File: src/rtl/usb_tx_encoder.sv
// ---------------------------------------------------------------------------
// usb_tx_encoder
//
// Full-speed USB transmit line encoder. Accepts packet bytes over a
// valid/ready handshake, prepends SYNC (0x80), serializes LSB first, inserts
// a stuffed 0 after six consecutive 1s, NRZI-encodes the stream and appends
// EOP (SE0, SE0, J). The line outputs and status pulses are registered.
//
// Parameters:
//   CLKS_PER_BIT   clock cycles per USB bit time (>= 2)
//
// Ports:
//   clk            rising-edge clock
//   n_rst          synchronous active-low reset
//   tx_start       one-cycle packet request, honoured only when idle
//   tx_data        next packet byte
//   tx_data_valid  tx_data is valid
//   tx_last        tx_data is the final byte of the packet
//   tx_data_ready  byte-fetch strobe (transfer when ready & valid)
//   d_plus_out     encoded D+
//   d_minus_out    encoded D-
//   tx_active      pad drive enable
//   tx_done        one-cycle pulse as the packet completes
//   tx_error       one-cycle pulse after an underrun
// ---------------------------------------------------------------------------
module usb_tx_encoder #(
    parameter int unsigned CLKS_PER_BIT = 8
) (
    input  logic       clk,
    input  logic       n_rst,
    input  logic       tx_start,
    input  logic [7:0] tx_data,
    input  logic       tx_data_valid,
    input  logic       tx_last,
    output logic       tx_data_ready,
    output logic       d_plus_out,
    output logic       d_minus_out,
    output logic       tx_active,
    output logic       tx_done,
    output logic       tx_error
);

    localparam int unsigned CntW = $clog2(CLKS_PER_BIT);
    localparam logic [CntW-1:0] CntMax = CntW'(CLKS_PER_BIT - 1);
    localparam logic [7:0] SyncPattern = 8'h80;

    typedef enum logic [2:0] {
        StIdle,
        StSync,
        StData,
        StEopSe0,
        StEopJ
    } state_e;

    state_e          state_q, state_d;
    logic [CntW-1:0] cnt_q, cnt_d;      // clock cycle within the current bit time
    logic [2:0]      idx_q, idx_d;      // bit index in SYNC/byte, or SE0 bit count
    logic [2:0]      ones_q, ones_d;    // consecutive raw 1s, including the bit on the line
    logic [7:0]      shift_q, shift_d;  // bit on the line is shift_q[0]
    logic            last_q, last_d;    // byte being sent was flagged last
    logic            lvl_q, lvl_d;      // NRZI level, 1 = J
    logic            dp_q, dp_d;
    logic            dm_q, dm_d;
    logic            active_q, active_d;
    logic            done_q, done_d;
    logic            error_q, error_d;

    logic            bit_end;
    logic            stuff_due;
    logic            byte_end;
    logic            more_bytes;
    logic            in_serial;
    logic            fetch;
    logic            send;
    logic            send_bit;
    logic            drive_lvl;

    assign bit_end    = (cnt_q == CntMax);
    assign stuff_due  = (ones_q == 3'd6);
    assign byte_end   = (idx_q == 3'd7);
    assign in_serial  = (state_q == StSync) || (state_q == StData);
    // After SYNC a byte is always wanted; in DATA only if the current byte is not last.
    assign more_bytes = (state_q == StSync) || !last_q;

    // Fetch on the final cycle of the bit time before a new byte's first bit. When a
    // stuff bit is due it is sent first and idx stays at 7, so the fetch moves to the
    // end of that stuff bit.
    assign fetch         = in_serial && bit_end && !stuff_due && byte_end && more_bytes;
    assign tx_data_ready = fetch;

    always_comb begin
        state_d   = state_q;
        cnt_d     = bit_end ? '0 : cnt_q + CntW'(1);
        idx_d     = idx_q;
        ones_d    = ones_q;
        shift_d   = shift_q;
        last_d    = last_q;
        lvl_d     = lvl_q;
        dp_d      = dp_q;
        dm_d      = dm_q;
        active_d  = active_q;
        done_d    = 1'b0;
        error_d   = 1'b0;
        send      = 1'b0;
        send_bit  = 1'b0;
        drive_lvl = 1'b0;

        unique case (state_q)
            StIdle: begin
                cnt_d    = '0;
                dp_d     = 1'b1;
                dm_d     = 1'b0;
                active_d = 1'b0;
                if (tx_start) begin
                    // NRZI restarts from J; SYNC bit 0 is a raw 0, so the line goes to K.
                    state_d  = StSync;
                    shift_d  = SyncPattern;
                    idx_d    = 3'd0;
                    ones_d   = 3'd0;
                    last_d   = 1'b0;
                    lvl_d    = 1'b0;
                    dp_d     = 1'b0;
                    dm_d     = 1'b1;
                    active_d = 1'b1;
                end
            end

            StSync, StData: begin
                if (bit_end) begin
                    if (stuff_due) begin
                        // Stuffed 0: toggles the line, consumes no data.
                        ones_d    = 3'd0;
                        lvl_d     = ~lvl_q;
                        drive_lvl = 1'b1;
                    end else if (byte_end) begin
                        if (more_bytes && tx_data_valid) begin
                            state_d  = StData;
                            shift_d  = tx_data;
                            last_d   = tx_last;
                            idx_d    = 3'd0;
                            send     = 1'b1;
                            send_bit = tx_data[0];
                        end else begin
                            // Normal end of packet, or underrun truncating it.
                            error_d = more_bytes;
                            state_d = StEopSe0;
                            idx_d   = 3'd0;
                            dp_d    = 1'b0;
                            dm_d    = 1'b0;
                        end
                    end else begin
                        shift_d  = {1'b0, shift_q[7:1]};
                        idx_d    = idx_q + 3'd1;
                        send     = 1'b1;
                        send_bit = shift_q[1];
                    end
                end
            end

            StEopSe0: begin
                if (bit_end) begin
                    if (idx_q == 3'd1) begin
                        state_d = StEopJ;
                        dp_d    = 1'b1;
                        dm_d    = 1'b0;
                    end else begin
                        idx_d = idx_q + 3'd1;
                    end
                end
            end

            StEopJ: begin
                if (bit_end) begin
                    state_d  = StIdle;
                    active_d = 1'b0;
                    done_d   = 1'b1;
                    lvl_d    = 1'b1;
                end
            end

            default: begin
                state_d = StIdle;
            end
        endcase

        // NRZI: a raw 0 toggles the level, a raw 1 holds it and extends the run of ones.
        if (send) begin
            drive_lvl = 1'b1;
            if (send_bit) begin
                ones_d = ones_q + 3'd1;
            end else begin
                ones_d = 3'd0;
                lvl_d  = ~lvl_q;
            end
        end

        if (drive_lvl) begin
            dp_d = lvl_d;
            dm_d = ~lvl_d;
        end
    end

    always_ff @(posedge clk) begin
        if (!n_rst) begin
            state_q  <= StIdle;
            cnt_q    <= '0;
            idx_q    <= 3'd0;
            ones_q   <= 3'd0;
            shift_q  <= 8'h00;
            last_q   <= 1'b0;
            lvl_q    <= 1'b1;
            dp_q     <= 1'b1;
            dm_q     <= 1'b0;
            active_q <= 1'b0;
            done_q   <= 1'b0;
            error_q  <= 1'b0;
        end else begin
            state_q  <= state_d;
            cnt_q    <= cnt_d;
            idx_q    <= idx_d;
            ones_q   <= ones_d;
            shift_q  <= shift_d;
            last_q   <= last_d;
            lvl_q    <= lvl_d;
            dp_q     <= dp_d;
            dm_q     <= dm_d;
            active_q <= active_d;
            done_q   <= done_d;
            error_q  <= error_d;
        end
    end

    assign d_plus_out  = dp_q;
    assign d_minus_out = dm_q;
    assign tx_active   = active_q;
    assign tx_done     = done_q;
    assign tx_error    = error_q;

endmodule

File: config.mk
export PLATFORM = sky130hd
export DESIGN_NAME = usb_tx_encoder
export DESIGN_NICKNAME = d
export VERILOG_FILES = /design/src/rtl/usb_tx_encoder.sv
export SDC_FILE = /design/constraint.sdc
export NUM_CORES = 1
export LEC_CHECK = 0
export CAP_MARGIN = 20
export CELL_PAD_IN_SITES_DETAIL_PLACEMENT = 1
export CELL_PAD_IN_SITES_GLOBAL_PLACEMENT = 2
export CORE_ASPECT_RATIO = 0.75
export CORE_MARGIN = 3
export CORE_UTILIZATION = 33
export CTS_CLUSTER_SIZE = 16
export DETAILED_ROUTE_END_ITERATION = 10
export GPL_TIMING_DRIVEN = 0
export PLACE_DENSITY_LB_ADDON = 0.1
export SYNTH_ARGS = -nofsm -noshare
export SYNTH_HDL_FRONTEND = slang
export SYNTH_SLANG_ARGS = --single-unit
File: constraint.sdc
create_clock -name clk -period 2.9 [get_ports clk]
set_input_delay 0.58 -clock clk [delete_from_list [all_inputs] [get_ports clk]]
set_output_delay 0.58 -clock clk [all_outputs]
set_load 0.005 [all_outputs]
==> results.json, run 1 <==
{
  "rows": 21,
  "ys_seq_area_share_pct": 32.4,
  "cts_setup_buffers": 0,
  "core_area_sq_um": 4570,
  "grt_pass1_vias": 1559,
  "reg2reg_from": "ones_q[0]",
  "end_kind": "output port",
  "worstSetupPathType": "flip-flop to output port",
  "drt_iter0_markers": 109,
  "r2r-end": "state_q[0]",
  "hold_start": "cnt_q[0]",
  "fmax_mhz": 367,
  "arrival_ns": 2.15,
  "setup_viol": 0,
  "vias": 1521,
  "vias_per_cell": 5.59,
  "synth_edf_count": 0,
  "cts_buffer_depth": 2,
  "cts_tree": "built",
  "h-tree-depth": 1,
  "dr.pass1.iters": 4,
  "synth.most_common_cell": "nor2_1",
  "yosys_most_used_dff": "dfxtp_1",
  "grt_remaining_overflow": 0,
  "cts.sinks": 26,
  "r2r_slack_ns": 0.54,
  "hold_viol": 0,
  "tns_ns": 0,
  "hpwl_microns": 3540,
  "rsz0062_at_grt": "false",
  "io_pins": 19,
  "dieArea_sq_um": 5750,
  "fin_skew_ns": 0.00580,
  "syn_to_final_growth_pct": 20.2,
  "grt_max_degree": 16,
  "async_flop_share_pct": 0,
  "ant_nets": 0,
  "start_util_pct": 35.1,
  "tightest_slew_ns": 0.607,
  "grt.total_usage_pct": 17.2,
  "yosys.area.top_type": "dfxtp_1",
  "relSlewSlack_pct": 59.5,
  "drcViolationCount": 0,
  "clk_pin_slew_ns": 0.10,
  "ctsResizeCount": 1,
  "drv_cap": 0,
  "place.gp.congestion": 0.850,
  "antenna_found_initial": 0,
  "die_h_microns": 66.4,
  "drt-total-wl_microns": 4700,
  "holdBufCountCts": 0,
  "fin_crit_sh_pct": 94.0,
  "antenna_cells": 0,
  "final_net_count": 236,
  "cts_buffers": 3,
  "yosys_warnings": 0,
  "p_leak_uw": 0.000737,
  "peakVddDrop_uv": 165,
  "worstPathRequired_ns": 2.32,
  "die_w_microns": 86.6,
  "synth_seq_cells": 26,
  "synthTopCellsByArea": "dfxtp_1 32%, mux2i_1 10%, nor2_1 7.0%",
  "total_power_uw": 872,
  "wire_per_inst_microns": 17.3,
  "synth_area_sq_um": 1610,
  "synthTopCellsByCount": "30 x nor2_1, 26 x dfxtp_1, 16 x mux2i_1",
  "drive_gt1_share_pct": 8.84,
  "synth_cell_types": 52,
  "powerDensity_nw_per_um2": 451,
  "hold-path-cell-count": 1,
  "hp-class": "flip-flop to flip-flop",
  "mappedNetlistNets": 216,
  "clk_latency_ns": 0.28,
  "min_to": "cnt_q[0]",
  "min_period_ns": 2.73,
  "synth_area_per_cell_sq_um": 8.20,
  "io_buffers": 17,
  "status": "completed",
  "critPathMaxFanout": 5,
  "synth_cells": 196,
  "rr_worst_depth": 8,
  "cp-start-kind": "flip-flop",
  "synth_top_cell_area_share_pct": 32.4,
  "slew_violations": 0,
  "grt_pass1_wl_microns": 7740,
  "root_buffer": "clkbuf_8"
}
## kinds of logic (layout without fill, tap and decap cells)
group,after synthesis,after routing,share of synthesized area [%]
buf+inv,22,41,6.31
simple gates,74,74,22.7
compound gates,48,48,21.0
xor+xnor,1,1,1.01
mux,16,16,9.97
fa+ha+maj,9,9,6.70
flops,26,26,32.4
## per-layer routing
metal | wire length (microns) | global-route usage (%) | vias to the layer above | share of wire, %
met4 | 72 | 4.28 | 0 | 1.5
met3 | 239 | 4.23 | 8 | 5.1
met1 | 2370 | 23.6 | 729 | 50
li1 | - | - | 748 | -
met5 | 0 | 0 | - | 0
met2 | 2020 | 26.8 | 36 | 43
## final cells by class
| type | instances | area (sq um) |
|---|---|---|
| clock inverters | 1 | 30.0 |
| repair buffers | 17 | 170 |
| inverters | 10 | 37.5 |
| plain buffers | 10 | 56.3 |
| flip-flops and latches | 26 | 520 |
| fillers | 560 | 2640 |
| clock buffers | 3 | 41.3 |
| well taps | 57 | 71.3 |
| multi-input cells | 148 | 1000 |
## power by group
| part | internal, uW | total [uW] | switching [uW] |
|---|---|---|---|
| clock network | 185 | 315 | 130 |
| registers | 370 | 378 | 7.76 |
| logic | 79.7 | 178 | 98.3 |
| total | 635 | 872 | 236 |
## worst max path at each step
stage                         start            end  slack, ns  cells after the start
final                     ones_q[0]  tx_data_ready       0.17                      5
after global routing       idx_q[0]  tx_data_ready        0.1                      5
after CTS                  idx_q[0]  tx_data_ready      0.002                      5
after detailed placement   idx_q[0]  tx_data_ready       0.10                      6
after global placement     idx_q[0]  tx_data_ready       0.21                      6
after floorplan            idx_q[0]     state_q[0]       0.88                      8
## critical path: stages (launching register included)
cell and delay (ns):
dfxtp_1 0.37, inv_1 0.07, ha_1 0.27, a21bo_2 0.29, nor4_2 0.29, clkdlybuf4s50_1 0.56
## state kept, by name, indices dropped and copies added (netlist names)
register     count
idx_q            3
lvl_q            1
state_q          3
tx_done          1
ones_q           3
d_plus_out       1
shift_q          7
d_minus_out      1
tx_error         1
cnt_q            3
tx_active        1
last_q           1
## cell usage in the layout, fill, tap and decap left out, types with 2 or more instances in the layout
master and n:
nor2_1 30, dfxtp_1 26, clkdlybuf4s50_1 17, mux2i_1 16
o21ai_0 13, inv_1 9, nand3_1 7, a21oi_1 7
nand2_1 6, ha_1 6, and3_1 5, nor3_1 5
clkbuf_1 4, nand2b_1 4, buf_2 3, and2_1 3
nor4_1 3, a211oi_1 3, clkbuf_8 3, buf_6 2
nor3b_1 2, maj3_1 2, a22oi_1 2, a2bb2oi_1 2
o211ai_1 2, a21o_1 2
## through the flow
| stage | utilization (%) | setup slack (ns) | instances | hold slack (ns) | cell area, sq um |
|---|---|---|---|---|---|
| floorplan | - | 0.876 | 196 | 0.408 | 1610 |
| global placement | 40.4 | 0.209 | 270 | 0.418 | 1850 |
| detailed placement | 40.4 | 0.100 | 270 | 0.463 | 1850 |
| CTS | 42.0 | 0.00221 | 273 | 0.478 | 1920 |
| global route | 42.2 | 0.0964 | 272 | 0.490 | 1930 |
| finish | 42.2 | 0.175 | 272 | 0.474 | 1930 |
Power figures use the tool's default switching activity.
==> run 2, diff against run 1 <==
CAP_MARGIN = 0   (was 20)
GPL_TIMING_DRIVEN = default   (was 0)
==> results.json, run 2 (synthesis gave the netlist of run 1 again) <==
{
  "status": "completed",
  "fin_skew_ns": 0.00442,
  "min_period_ns": 2.77,
  "cp-start-kind": "flip-flop",
  "root_buffer": "clkbuf_8",
  "core_area_sq_um": 4570,
  "drcViolationCount": 0,
  "die_h_microns": 66.4,
  "grt.total_usage_pct": 17.6,
  "drt_iter0_markers": 74,
  "total_power_uw": 866,
  "arrival_ns": 2.19,
  "drv_cap": 0,
  "crit_buf_inv": 1,
  "clk_latency_ns": 0.28,
  "io_pins": 19,
  "dr.pass1.iters": 4,
  "syn_to_final_growth_pct": 20.4,
  "place_inst": 268,
  "vias": 1551,
  "grt_remaining_overflow": 0,
  "p_leak_uw": 0.000757,
  "place.gp.congestion": 0.812,
  "relSlewSlack_pct": 58.1,
  "crit_top_cell": "ha_1",
  "r2r_slack_ns": 0.58,
  "end_kind": "output port",
  "grt_pass1_vias": 1540,
  "antenna_cells": 0,
  "hp-class": "flip-flop to flip-flop",
  "hpwl_microns": 3540,
  "layout_common_cells": "30 x nor2_1, 25 x dfxtp_1, 18 x clkdlybuf4s50_1, 16 x mux2i_1, 13 x o21ai_0",
  "antenna_found_initial": 0,
  "worstPathRequired_ns": 2.32,
  "rows": 21,
  "io_buffers": 18,
  "cp_top_family": "buffers and inverters",
  "start_util_pct": 35.1,
  "path_cells": "ha_1 -> ha_1 -> a21bo_2 -> nor4_1 -> clkdlybuf4s50_1",
  "cts_buffer_depth": 2,
  "drive_gt1_share_pct": 10.2,
  "cp_slowest_cell": "clkdlybuf4s50_1",
  "fin_crit_sh_pct": 95.5,
  "powerDensity_nw_per_um2": 448,
  "largest_register_ff_count": 7,
  "cpPeakStageDelay_ns": 0.57,
  "peakVddDrop_uv": 204,
  "dieArea_sq_um": 5750,
  "cts_tree": "built",
  "drt-total-wl_microns": 4750,
  "finish.utilization_pct": 42.3,
  "wire_per_inst_microns": 17.5,
  "largest-register": "shift_q",
  "slew_violations": 0,
  "setup_viol": 0,
  "worstSetupPathType": "flip-flop to output port",
  "ant_nets": 0,
  "hold_viol": 0,
  "holdBufCountCts": 0,
  "instances_no_fill": 272,
  "layout_commonest_cell": "nor2_1",
  "fin_ws_ns": 0.132,
  "grt_pass1_wl_microns": 7910,
  "rsz0062_at_grt": "false",
  "die_w_microns": 86.6,
  "dpl_worst_slack_ns": 0.254,
  "final_net_count": 236,
  "critPathMaxFanout": 5,
  "h-tree-depth": 1,
  "cts_buffers": 3,
  "vias_per_cell": 5.70,
  "tightest_slew_ns": 0.624,
  "clk_pin_slew_ns": 0.10,
  "cts.sinks": 26,
  "tns_ns": 0,
  "fmax_mhz": 361,
  "grt_max_degree": 19
}
-- run 2: path summary, 6_finish.rpt --
path | from | endpoint | depth (start not counted)
setup / recovery | cnt_q[0] | tx_data_ready | 5
hold / removal | cnt_q[0] | cnt_q[0] | 1
setup reg to reg | cnt_q[0] | state_q[0] | 8
hold reg to reg | cnt_q[0] | cnt_q[0] | 1
-- run 2: per-layer routing --
layer	wire length, microns	vias up	GRT usage, %
met5	0	-	0
met4	23	0	3.31
met3	150	2	3.49
met2	2170	27	28.1
met1	2410	777	24.6
li1	-	745	-
-- run 2: metrics by stage --
step | instance area [sq um] | hold WS (ns)
after global routing | 1930 | 0.469
after global placement | 1860 | 0.419
final | 1930 | 0.445
after CTS | 1930 | 0.447
after floorplan | 1610 | 0.408
after detailed placement | 1860 | 0.431
-- run 2: area by class of cell --
class	instances	area [sq um]
tap	57	71.3
multi-input combinational	148	985
sequential	26	522
timing repair buffer	27	248
fill	555	2640
clock buffer	3	41.3
inverter	10	37.5
clock inverter	1	30.0
-- run 2: timing repair --
action / in CTS / in global routing
endpoints found under the setup margin: 0 / 1
endpoints found under the hold margin: 0 / 0
resized for setup: 0 / 1
buffers inserted: 0 / 0
-- run 2: report_power, final --
| part | internal (uW) | total [uW] | switching (uW) |
|---|---|---|---|
| Clock | 185 | 311 | 126 |
| Combinational | 81.0 | 172 | 90.6 |
| Sequential | 371 | 384 | 12.8 |
| Total | 637 | 866 | 229 |
==> run 3, diff against run 2 <==
CAP_MARGIN = 5   (was 0)
HOLD_SLACK_MARGIN = 0.12   (was default)
==> results of run 3 <==
Same layout as run 2: the final DEF is identical, and so are final timing and power.
